===== config.mk =====
export PLATFORM = sky130hd
export DESIGN_NAME = drive_cmd_arbiter_flat
export DESIGN_NICKNAME = d
export VERILOG_FILES = /design/src/rtl/drive_cmd_arbiter_if.sv /design/src/rtl/drive_cmd_arbiter.sv /design/src/flat_wrapper.sv
export SDC_FILE = /design/constraint.sdc
export NUM_CORES = 1
export LEC_CHECK = 0
export CAP_MARGIN = 20
export CELL_PAD_IN_SITES_DETAIL_PLACEMENT = 1
export CELL_PAD_IN_SITES_GLOBAL_PLACEMENT = 2
export CORE_ASPECT_RATIO = 0.6
export CORE_UTILIZATION = 41
export DETAILED_ROUTE_END_ITERATION = 12
export DONT_BUFFER_PORTS = 1
export GPL_ROUTABILITY_DRIVEN = 0
export PLACE_DENSITY_LB_ADDON = 0.1
export SYNTH_ARGS = -nofsm -noshare
export SYNTH_HDL_FRONTEND = slang
export SYNTH_SLANG_ARGS = --single-unit

===== constraint.sdc =====
create_clock -name clk -period 4.65 [get_ports clk]
set_clock_uncertainty 0.05 [all_clocks]
set_input_delay 0.93 -clock clk [delete_from_list [all_inputs] [get_ports clk]]
set_output_delay 0.93 -clock clk [all_outputs]
set_load 0.05 [all_outputs]

===== src/rtl/drive_cmd_arbiter_if.sv =====
// -----------------------------------------------------------------------------
// drive_cmd_arbiter_if
//   Valid/ready command channel between the drive command arbiter and the
//   UART/JSON command sender.
//
//   Signals:
//     cmd_out   [2:0]  command code presented to the sender
//     cmd_valid        cmd_out is valid
//     cmd_ready        sender accepts cmd_out this cycle
//
//   Modports:
//     master  arbiter side  (drives cmd_out/cmd_valid, samples cmd_ready)
//     slave   sender side   (samples cmd_out/cmd_valid, drives cmd_ready)
// -----------------------------------------------------------------------------
interface drive_cmd_arbiter_if;
  logic [2:0] cmd_out;
  logic       cmd_valid;
  logic       cmd_ready;

  modport master (output cmd_out, output cmd_valid, input cmd_ready);
  modport slave  (input cmd_out, input cmd_valid, output cmd_ready);
endinterface


===== src/rtl/drive_cmd_arbiter.sv =====
// -----------------------------------------------------------------------------
// drive_cmd_arbiter
//   Chooses between the IR command decoder (manual mode) and the autonomous
//   navigation source (auto mode), keeps a single latest-wins pending command
//   and issues it to the command sender over a valid/ready handshake, with a
//   forced idle gap after every accepted command. Inserts safety STOPs on a
//   mode toggle and on a manual-mode inactivity timeout, and keeps a
//   saturating speed level driven by accepted FAST/SLOW commands.
//
//   Parameters:
//     MIN_GAP    idle cycles forced after each accepted command (0 = none)
//     TIMEOUT    manual-mode cycles without an IR command before a STOP
//     SPEED_W    width of speed_level
//     MAX_SPEED  saturation ceiling of speed_level (< 2**SPEED_W)
//
//   Ports:
//     clk, rst_n        clock, synchronous active-low reset
//     ir_cmd[2:0]       IR command code (STOP=0 LEFT=1 RIGHT=2 FAST=3 SLOW=4)
//     ir_cmd_valid      one-cycle strobe qualifying ir_cmd
//     ir_toggle         one-cycle strobe, flips manual/auto mode
//     auto_cmd[2:0]     autonomous command code, same encoding
//     auto_cmd_valid    one-cycle strobe qualifying auto_cmd
//     estop             level emergency stop (only with DRIVE_ARB_ESTOP_EN)
//     cmd_bus           valid/ready command channel (master side)
//     speed_level       current speed setting
//     mode_auto         0 = manual, 1 = auto
//     busy              FSM not idle, or a command is pending
//
//   Build option:
//     DRIVE_ARB_ESTOP_EN  adds the estop input; while high, pending is forced
//                         to STOP, source strobes and toggles are ignored and
//                         speed_level is held at 0.
// -----------------------------------------------------------------------------
module drive_cmd_arbiter #(
  parameter int MIN_GAP   = 4,
  parameter int TIMEOUT   = 50_000_000,
  parameter int SPEED_W   = 3,
  parameter int MAX_SPEED = 7
) (
  input  logic                   clk,
  input  logic                   rst_n,
  input  logic [2:0]             ir_cmd,
  input  logic                   ir_cmd_valid,
  input  logic                   ir_toggle,
  input  logic [2:0]             auto_cmd,
  input  logic                   auto_cmd_valid,
`ifdef DRIVE_ARB_ESTOP_EN
  input  logic                   estop,
`endif
  drive_cmd_arbiter_if.master    cmd_bus,
  output logic [SPEED_W-1:0]     speed_level,
  output logic                   mode_auto,
  output logic                   busy
);

  localparam logic [2:0] CMD_STOP = 3'd0;
  localparam logic [2:0] CMD_FAST = 3'd3;
  localparam logic [2:0] CMD_SLOW = 3'd4;

  localparam int                 WD_W      = $clog2(TIMEOUT + 1);
  localparam logic [WD_W-1:0]    WD_FIRE   = WD_W'(TIMEOUT - 1);
  localparam logic [WD_W-1:0]    WD_SAT    = WD_W'(TIMEOUT);
  localparam int                 GAP_W     = (MIN_GAP > 1) ? $clog2(MIN_GAP) : 1;
  localparam logic [GAP_W-1:0]   GAP_LAST  = GAP_W'((MIN_GAP > 0) ? MIN_GAP - 1 : 0);
  localparam logic [SPEED_W-1:0] SPEED_MAX = SPEED_W'(MAX_SPEED);

  typedef enum logic [1:0] {
    S_IDLE,
    S_ISSUE,
    S_HOLDOFF
  } state_t;

  state_t            state, state_nxt;
  logic [GAP_W-1:0]  gap_cnt, gap_nxt;
  logic [WD_W-1:0]   wd_cnt;
  logic [2:0]        cmd_q;
  logic [2:0]        last_cmd;
  logic [2:0]        pend_cmd;
  logic              pend_valid;

  logic              estop_act;
  logic              sel_strobe;
  logic [2:0]        sel_cmd;
  logic              wd_fire;
  logic              wd_clr;
  logic              pend_wr;
  logic [2:0]        pend_wr_cmd;
  logic              load;
  logic              accept;

`ifdef DRIVE_ARB_ESTOP_EN
  assign estop_act = estop;
`else
  assign estop_act = 1'b0;
`endif

  // Unknown codes 5..7 are mapped to STOP so a corrupted code can never
  // become a motion command.
  function automatic logic [2:0] sanitize(input logic [2:0] code);
    return (code > 3'd4) ? CMD_STOP : code;
  endfunction

  assign cmd_bus.cmd_out   = cmd_q;
  assign cmd_bus.cmd_valid = (state == S_ISSUE);
  assign accept            = (state == S_ISSUE) && cmd_bus.cmd_ready;
  assign busy              = (state != S_IDLE) || pend_valid;

  // Only the source matching the current mode is listened to.
  assign sel_strobe = mode_auto ? auto_cmd_valid : ir_cmd_valid;
  assign sel_cmd    = mode_auto ? auto_cmd : ir_cmd;

  // The watchdog STOP is suppressed when the robot is already stopped or about
  // to be; an empty pending register counts as "not STOP".
  assign wd_fire = !mode_auto && (wd_cnt == WD_FIRE) && (last_cmd != CMD_STOP)
                   && !(pend_valid && (pend_cmd == CMD_STOP));

  assign wd_clr  = mode_auto || (!estop_act && (ir_cmd_valid || ir_toggle));

  // Pending-register write selection, highest priority first. A toggle in the
  // same cycle as a source strobe wins, so the strobe is dropped.
  always_comb begin
    // NOTE: every combinational output gets a default first so no path can
    // leave it unassigned and infer a latch.
    pend_wr     = 1'b0;
    pend_wr_cmd = CMD_STOP;
    if (estop_act) begin
      pend_wr = 1'b1;
    end else if (ir_toggle) begin
      pend_wr = 1'b1;
    end else if (wd_fire) begin
      pend_wr = 1'b1;
    end else if (sel_strobe) begin
      pend_wr     = 1'b1;
      pend_wr_cmd = sanitize(sel_cmd);
    end
  end

  // Issue FSM: next state, holdoff counter and pending-load decision.
  always_comb begin
    state_nxt = state;
    gap_nxt   = gap_cnt;
    load      = 1'b0;
    unique case (state)
      S_IDLE: begin
        if (pend_valid) begin
          load      = 1'b1;
          state_nxt = S_ISSUE;
        end
      end
      S_ISSUE: begin
        if (cmd_bus.cmd_ready) begin
          state_nxt = (MIN_GAP > 0) ? S_HOLDOFF : S_IDLE;
          gap_nxt   = '0;
        end
      end
      S_HOLDOFF: begin
        if (gap_cnt == GAP_LAST) begin
          state_nxt = S_IDLE;
        end else begin
          gap_nxt = gap_cnt + 1'b1;
        end
      end
      default: state_nxt = S_IDLE;
    endcase
  end

  always_ff @(posedge clk) begin
    // NOTE: sequential state uses non-blocking assignments so every register
    // samples the pre-edge values regardless of statement order.
    if (!rst_n) begin
      state       <= S_IDLE;
      gap_cnt     <= '0;
      wd_cnt      <= '0;
      cmd_q       <= CMD_STOP;
      last_cmd    <= CMD_STOP;
      pend_cmd    <= CMD_STOP;
      pend_valid  <= 1'b0;
      speed_level <= '0;
      mode_auto   <= 1'b0;
    end else begin
      state   <= state_nxt;
      gap_cnt <= gap_nxt;

      if (load) begin
        cmd_q <= pend_cmd;
      end

      // A write in the same cycle as a load lands in the just-emptied
      // register, so a command arriving at that moment is kept.
      if (pend_wr) begin
        pend_valid <= 1'b1;
        pend_cmd   <= pend_wr_cmd;
      end else if (load) begin
        pend_valid <= 1'b0;
      end

      if (ir_toggle && !estop_act) begin
        mode_auto <= !mode_auto;
      end

      if (accept) begin
        last_cmd <= cmd_q;
      end

      if (estop_act) begin
        speed_level <= '0;
      end else if (accept && (cmd_q == CMD_FAST) && (speed_level != SPEED_MAX)) begin
        speed_level <= speed_level + 1'b1;
      end else if (accept && (cmd_q == CMD_SLOW) && (speed_level != '0)) begin
        speed_level <= speed_level - 1'b1;
      end

      // Saturating at TIMEOUT (one past the fire value) gives exactly one
      // STOP per quiet period.
      if (wd_clr) begin
        wd_cnt <= '0;
      end else if (wd_cnt != WD_SAT) begin
        wd_cnt <= wd_cnt + 1'b1;
      end
    end
  end

endmodule


===== src/flat_wrapper.sv =====
// flat-port wrapper written by rule: the top's interface ports become plain ports
module drive_cmd_arbiter_flat 
#(
  parameter int MIN_GAP   = 4,
  parameter int TIMEOUT   = 50_000_000,
  parameter int SPEED_W   = 3,
  parameter int MAX_SPEED = 7
)
  (clk, rst_n, ir_cmd, ir_cmd_valid, ir_toggle, auto_cmd, auto_cmd_valid, speed_level, mode_auto, busy, cmd_bus_cmd_out, cmd_bus_cmd_valid, cmd_bus_cmd_ready);
  drive_cmd_arbiter_if cmd_bus_i ();
  input  logic clk;
  input  logic rst_n;
  input  logic [2:0] ir_cmd;
  input  logic ir_cmd_valid;
  input  logic ir_toggle;
  input  logic [2:0] auto_cmd;
  input  logic auto_cmd_valid;
  output logic [SPEED_W-1:0] speed_level;
  output logic mode_auto;
  output logic busy;
  output wire logic [$bits(cmd_bus_i.cmd_out)-1:0] cmd_bus_cmd_out;
  output wire logic [$bits(cmd_bus_i.cmd_valid)-1:0] cmd_bus_cmd_valid;
  input wire logic [$bits(cmd_bus_i.cmd_ready)-1:0] cmd_bus_cmd_ready;
  assign cmd_bus_cmd_out = cmd_bus_i.cmd_out;
  assign cmd_bus_cmd_valid = cmd_bus_i.cmd_valid;
  assign cmd_bus_i.cmd_ready = cmd_bus_cmd_ready;
  drive_cmd_arbiter #(.MIN_GAP(MIN_GAP), .TIMEOUT(TIMEOUT), .SPEED_W(SPEED_W), .MAX_SPEED(MAX_SPEED)) u_core (.clk(clk), .rst_n(rst_n), .ir_cmd(ir_cmd), .ir_cmd_valid(ir_cmd_valid), .ir_toggle(ir_toggle), .auto_cmd(auto_cmd), .auto_cmd_valid(auto_cmd_valid), .cmd_bus(cmd_bus_i), .speed_level(speed_level), .mode_auto(mode_auto), .busy(busy));
endmodule

==> metrics.md <==
| Metric | Value |
|---|---|
| Status | `finished clean` |
| Ys flop type | `dfxtp_1` |
| Endpoints failing setup | `0` |
| TritonCTS sink count | `44` |
| CP top delay family | `simple AND/OR/NAND/NOR gates` |
| Post-route DRC | `0` |
| Nets | `255` |
| Initial core utilization | `0.448` |
| Crit path kind | `reg2out` |
| Worst Hold End | `u_core.last_cmd[0]$_SDFFE_PN0P_` |
| Cells after synthesis | `approximately 240` |
| GR Overflow Total | `0` |
| Sw frac | `0.257` |
| Max-Cap Viols | `0` |
| Port Buffers | `0` |
| Area leader, netlist | `dfxtp_1` |
| P&R area growth vs syn | `4.42%` |
| Critical Path RT | `3.67 ns` |
| CP max stage delay | `0.70 ns` |
| Ys Warns | `0` |
| Core area | `4800 um2` |
| Post-synth top area share | `0.410` |
| FF+latch count, synth | `44` |
| Row cnt | `19` |
| Hold crit path type | `reg2reg` |
| Synth Cell Area | `2150 um2` |
| TritonCTS clock tree | `yes` |
| # resized after CTS | `0` |
| Leakage Power | `0.729 nW` |
| Placed Area | `2160 um2` |
| Filler cells | `558` |
| First-pass GRT wire length | `8630 um` |
| Hold Path Origin | `u_core.last_cmd[0]$_SDFFE_PN0P_` |
| CTS H-Tree Depth | `2` |
| Clock share of power | `0.340` |
| Hold path depth | `2` |
| Syn avg cell area | `8.92 um2` |
| Num CTS Buffers | `5` |
| Largest net degree at the start of global routing | `27` |
| Worst Path Buf+Inv | `1` |
| Crit start category | `flip-flop` |
| Simple-Gate Fraction of Synth Area | `0.309` |
| Routed wire length | `roughly 5100 um` |
| Syn_nets | `257` |
| Final Hold Fails | `0` |
| CTS max path bufs | `2` |
| DR vias | `1712` |
| Hold buffers post-CTS | `0` |
| Latest clock arrival within the worst-skew pair | `0.29 ns` |
| Chip width | `95.5 um` |
| Worst path cell trace | `inv_1 -> nor2_1` |
| ANT cells | `0` |
| Int Pwr | `500 uW` |
| Clock transition at the registers of the reported paths | `0.08 ns` |
| Highest routed layer | `met4` |
| Tcrit/Tclk final | `0.549` |
| Area of the die | `5550 um2` |
| Drt pass-1 iters | `4` |
| Combinational power share | `0.067` |
| Initial drt markers | `53` |
| Multi-input logic area | `1170 um2` |
| Power density over the cells | `300 nW/um2` |
| # IOs | `21` |
| Post-CTS setup buffer count | `0` |
| Multiplexer share of the synthesized area | `0.0332` |
| Unrepaired setup endpoints after global routing | `no` |
| Slowest-stage cell, CP | `nor2_1` |
| Vias in the first global route | `1731` |
| Synth Area in Adders | `0.0268` |
| Sequential-to-total area share from yosys stat | `0.410` |
| Root Buffer | `clkbuf_8` |
| Largest cells by area after synthesis | `dfxtp_1, nor2_1, xor2_1, xnor2_1, mux2i_1` |
| CP Max Fanout | `8` |
| Post-synth cell types | `49` |
| Reg2reg start | `u_core.cmd_bus.cmd_out[1]$_SDFFE_PN0P_` |
| Met3 wire length | `229 um` |
| Reg2reg path depth | `7` |
| Routed len/inst | `around 17 um` |
| Switching power | `173 uW` |
| Met2 wire len | `2100 um` |
| Post-route ant nets | `0` |
| Antenna violations before repair | `0` |
| Worst-margin pin slew | `between 0.9 and 1 ns` |
| R2R Setup Slk | `2.34 ns` |
| Overall routing resource usage | `0.207` |
| Layout cells sized above 1 | `0.0795` |
| Worst rel slew slack | `0.388` |
| Storage element area | `881 um2` |
| Largest family of logic cells by synthesized area | `simple AND/OR/NAND/NOR gates` |
| Reg2reg end | `u_core.speed_level[2]$_SDFFE_PN0P_` |
| Flop pwr share | `0.593` |
| F_max | `392 MHz` |
| Die height | `58.1 um` |
| Post-synth EDFFs | `0` |
| Xor/xnor cell area share of the yosys netlist | `0.102` |
| Post-synthesis compound-gate area fraction | `0.0750` |
| Setup_tns | `0 ns` |
| CP Capture Type | `primary output` |
| Final HPWL DP | `4010 um` |
| Via density | `5.67` |
| Post-route cell area | `about 2200 um2` |
| Maximum VDD drop | `0.141 mV` |
| Ys async rst share | `0` |
| Final min period | `about 2.6 ns` |
| Critical Path AT | `1.57 ns` |
| Final Slew Violations | `0` |
| M1 WL | `~2800 um` |
worst max path at each step:
stage,start,to,depth (start not counted)
2_1_floorplan,cmd_bus_cmd_ready,u_core.speed_level[2]$_SDFFE_PN0P_,7
3_3_place_gp,cmd_bus_cmd_ready,u_core.speed_level[2]$_SDFFE_PN0P_,7
3_5_place_dp,cmd_bus_cmd_ready,u_core.speed_level[2]$_SDFFE_PN0P_,7
4_1_cts,u_core.state[0]$_SDFFE_PN0P_,cmd_bus_cmd_valid,2
5_1_grt,u_core.state[0]$_SDFFE_PN0P_,cmd_bus_cmd_valid,2
6_report,u_core.state[0]$_SDFFE_PN0P_,cmd_bus_cmd_valid,2
cell type report:
type	instances	area share
Inverter	8	0.0134
Clock inverter	2	0.00557
Clock buffer	5	0.0306
Tap cell	63	0.0351
Sequential cell	44	0.392
Multi-Input combinational cell	180	0.523
worst reg2reg max path: cells and delay by family, from the launching register on:
kind,cells,cell delay [ns]
adder cells (fa/ha/maj),1,0.39
flip-flops,1,0.72
multiplexers,1,0.14
AO/OA/AOI/OAI,3,0.65
AND/OR/NAND/NOR,2,0.26
power groups by stage:
stage	registers [mW]	logic, mW	clock network [mW]
after floorplan	0.401	0.0433	0
after global routing	0.401	0.0497	0.256
after detailed placement	0.408	0.0450	0
after global placement	0.408	0.0429	0
after CTS	0.399	0.0451	0.238
final	0.399	0.0448	0.229
layer usage:
metal | up-vias | global-route usage
li1 | 838 | -
met1 | 840 | 0.300
met2 | 28 | 0.309
met3 | 6 | 0.0512
met4 | 0 | 0.0469
met5 | - | 0
cells in the mapped netlist, drive strengths merged, types with 6 or more instances:
library cell / count
nand4: 10
nor3: 10
nand3: 11
nor2: 38
xor2: 13
mux2i: 6
a21oi: 9
nand2: 15
xnor2: 12
inv: 8
dfxtp: 44
sequential cells by signal, summed over array words and instances, names as in the netlist:
name / flops
u_core.gap_cnt: 2
u_core.speed_level: 3
u_core.last_cmd: 3
u_core.state: 2
u_core.cmd_bus.cmd_out: 3
u_core.mode_auto: 1
u_core.pend_valid: 1
u_core.wd_cnt: 26
u_core.pend_cmd: 3
per-stage QoR:
stage | utilization | hold slack [ns] | power, mW | setup slack (ns) | std cells
2_1_floorplan | - | 0.381 | 0.445 | 2.34 | 241
3_3_place_gp | 0.451 | 0.396 | 0.451 | 2.21 | 295
3_5_place_dp | 0.451 | 0.402 | 0.453 | 2.14 | 295
4_1_cts | 0.468 | 0.413 | 0.683 | 2.08 | 302
5_1_grt | 0.468 | 0.439 | 0.707 | 2.00 | 302
6_report | 0.468 | 0.417 | 0.673 | 2.10 | 302
cells by family after synthesis:
| family | Yosys count |
|---|---|
| AOI/OAI and AO/OA | 25 |
| adders and majority gates | 4 |
| and+or+nand+nor | 119 |
| xor gates and xnor gates | 25 |
| DFF | 44 |
| buffers and inverters | 17 |
| muxes | 7 |
layout by cell type (no fill, tap or decap), types with 4 or more instances in the layout:
cell type,count
a21oi_1,9
nand3_1,11
nand4_1,9
xor2_1,13
nor4_1,4
inv_1,8
xnor2_1,12
clkbuf_8,5
nor3_1,8
nand2_1,15
nand2b_1,5
mux2i_1,6
dfxtp_1,44
nor2_1,38
o21ai_0,4
Note: power is estimated with default switching activity, not from simulation.
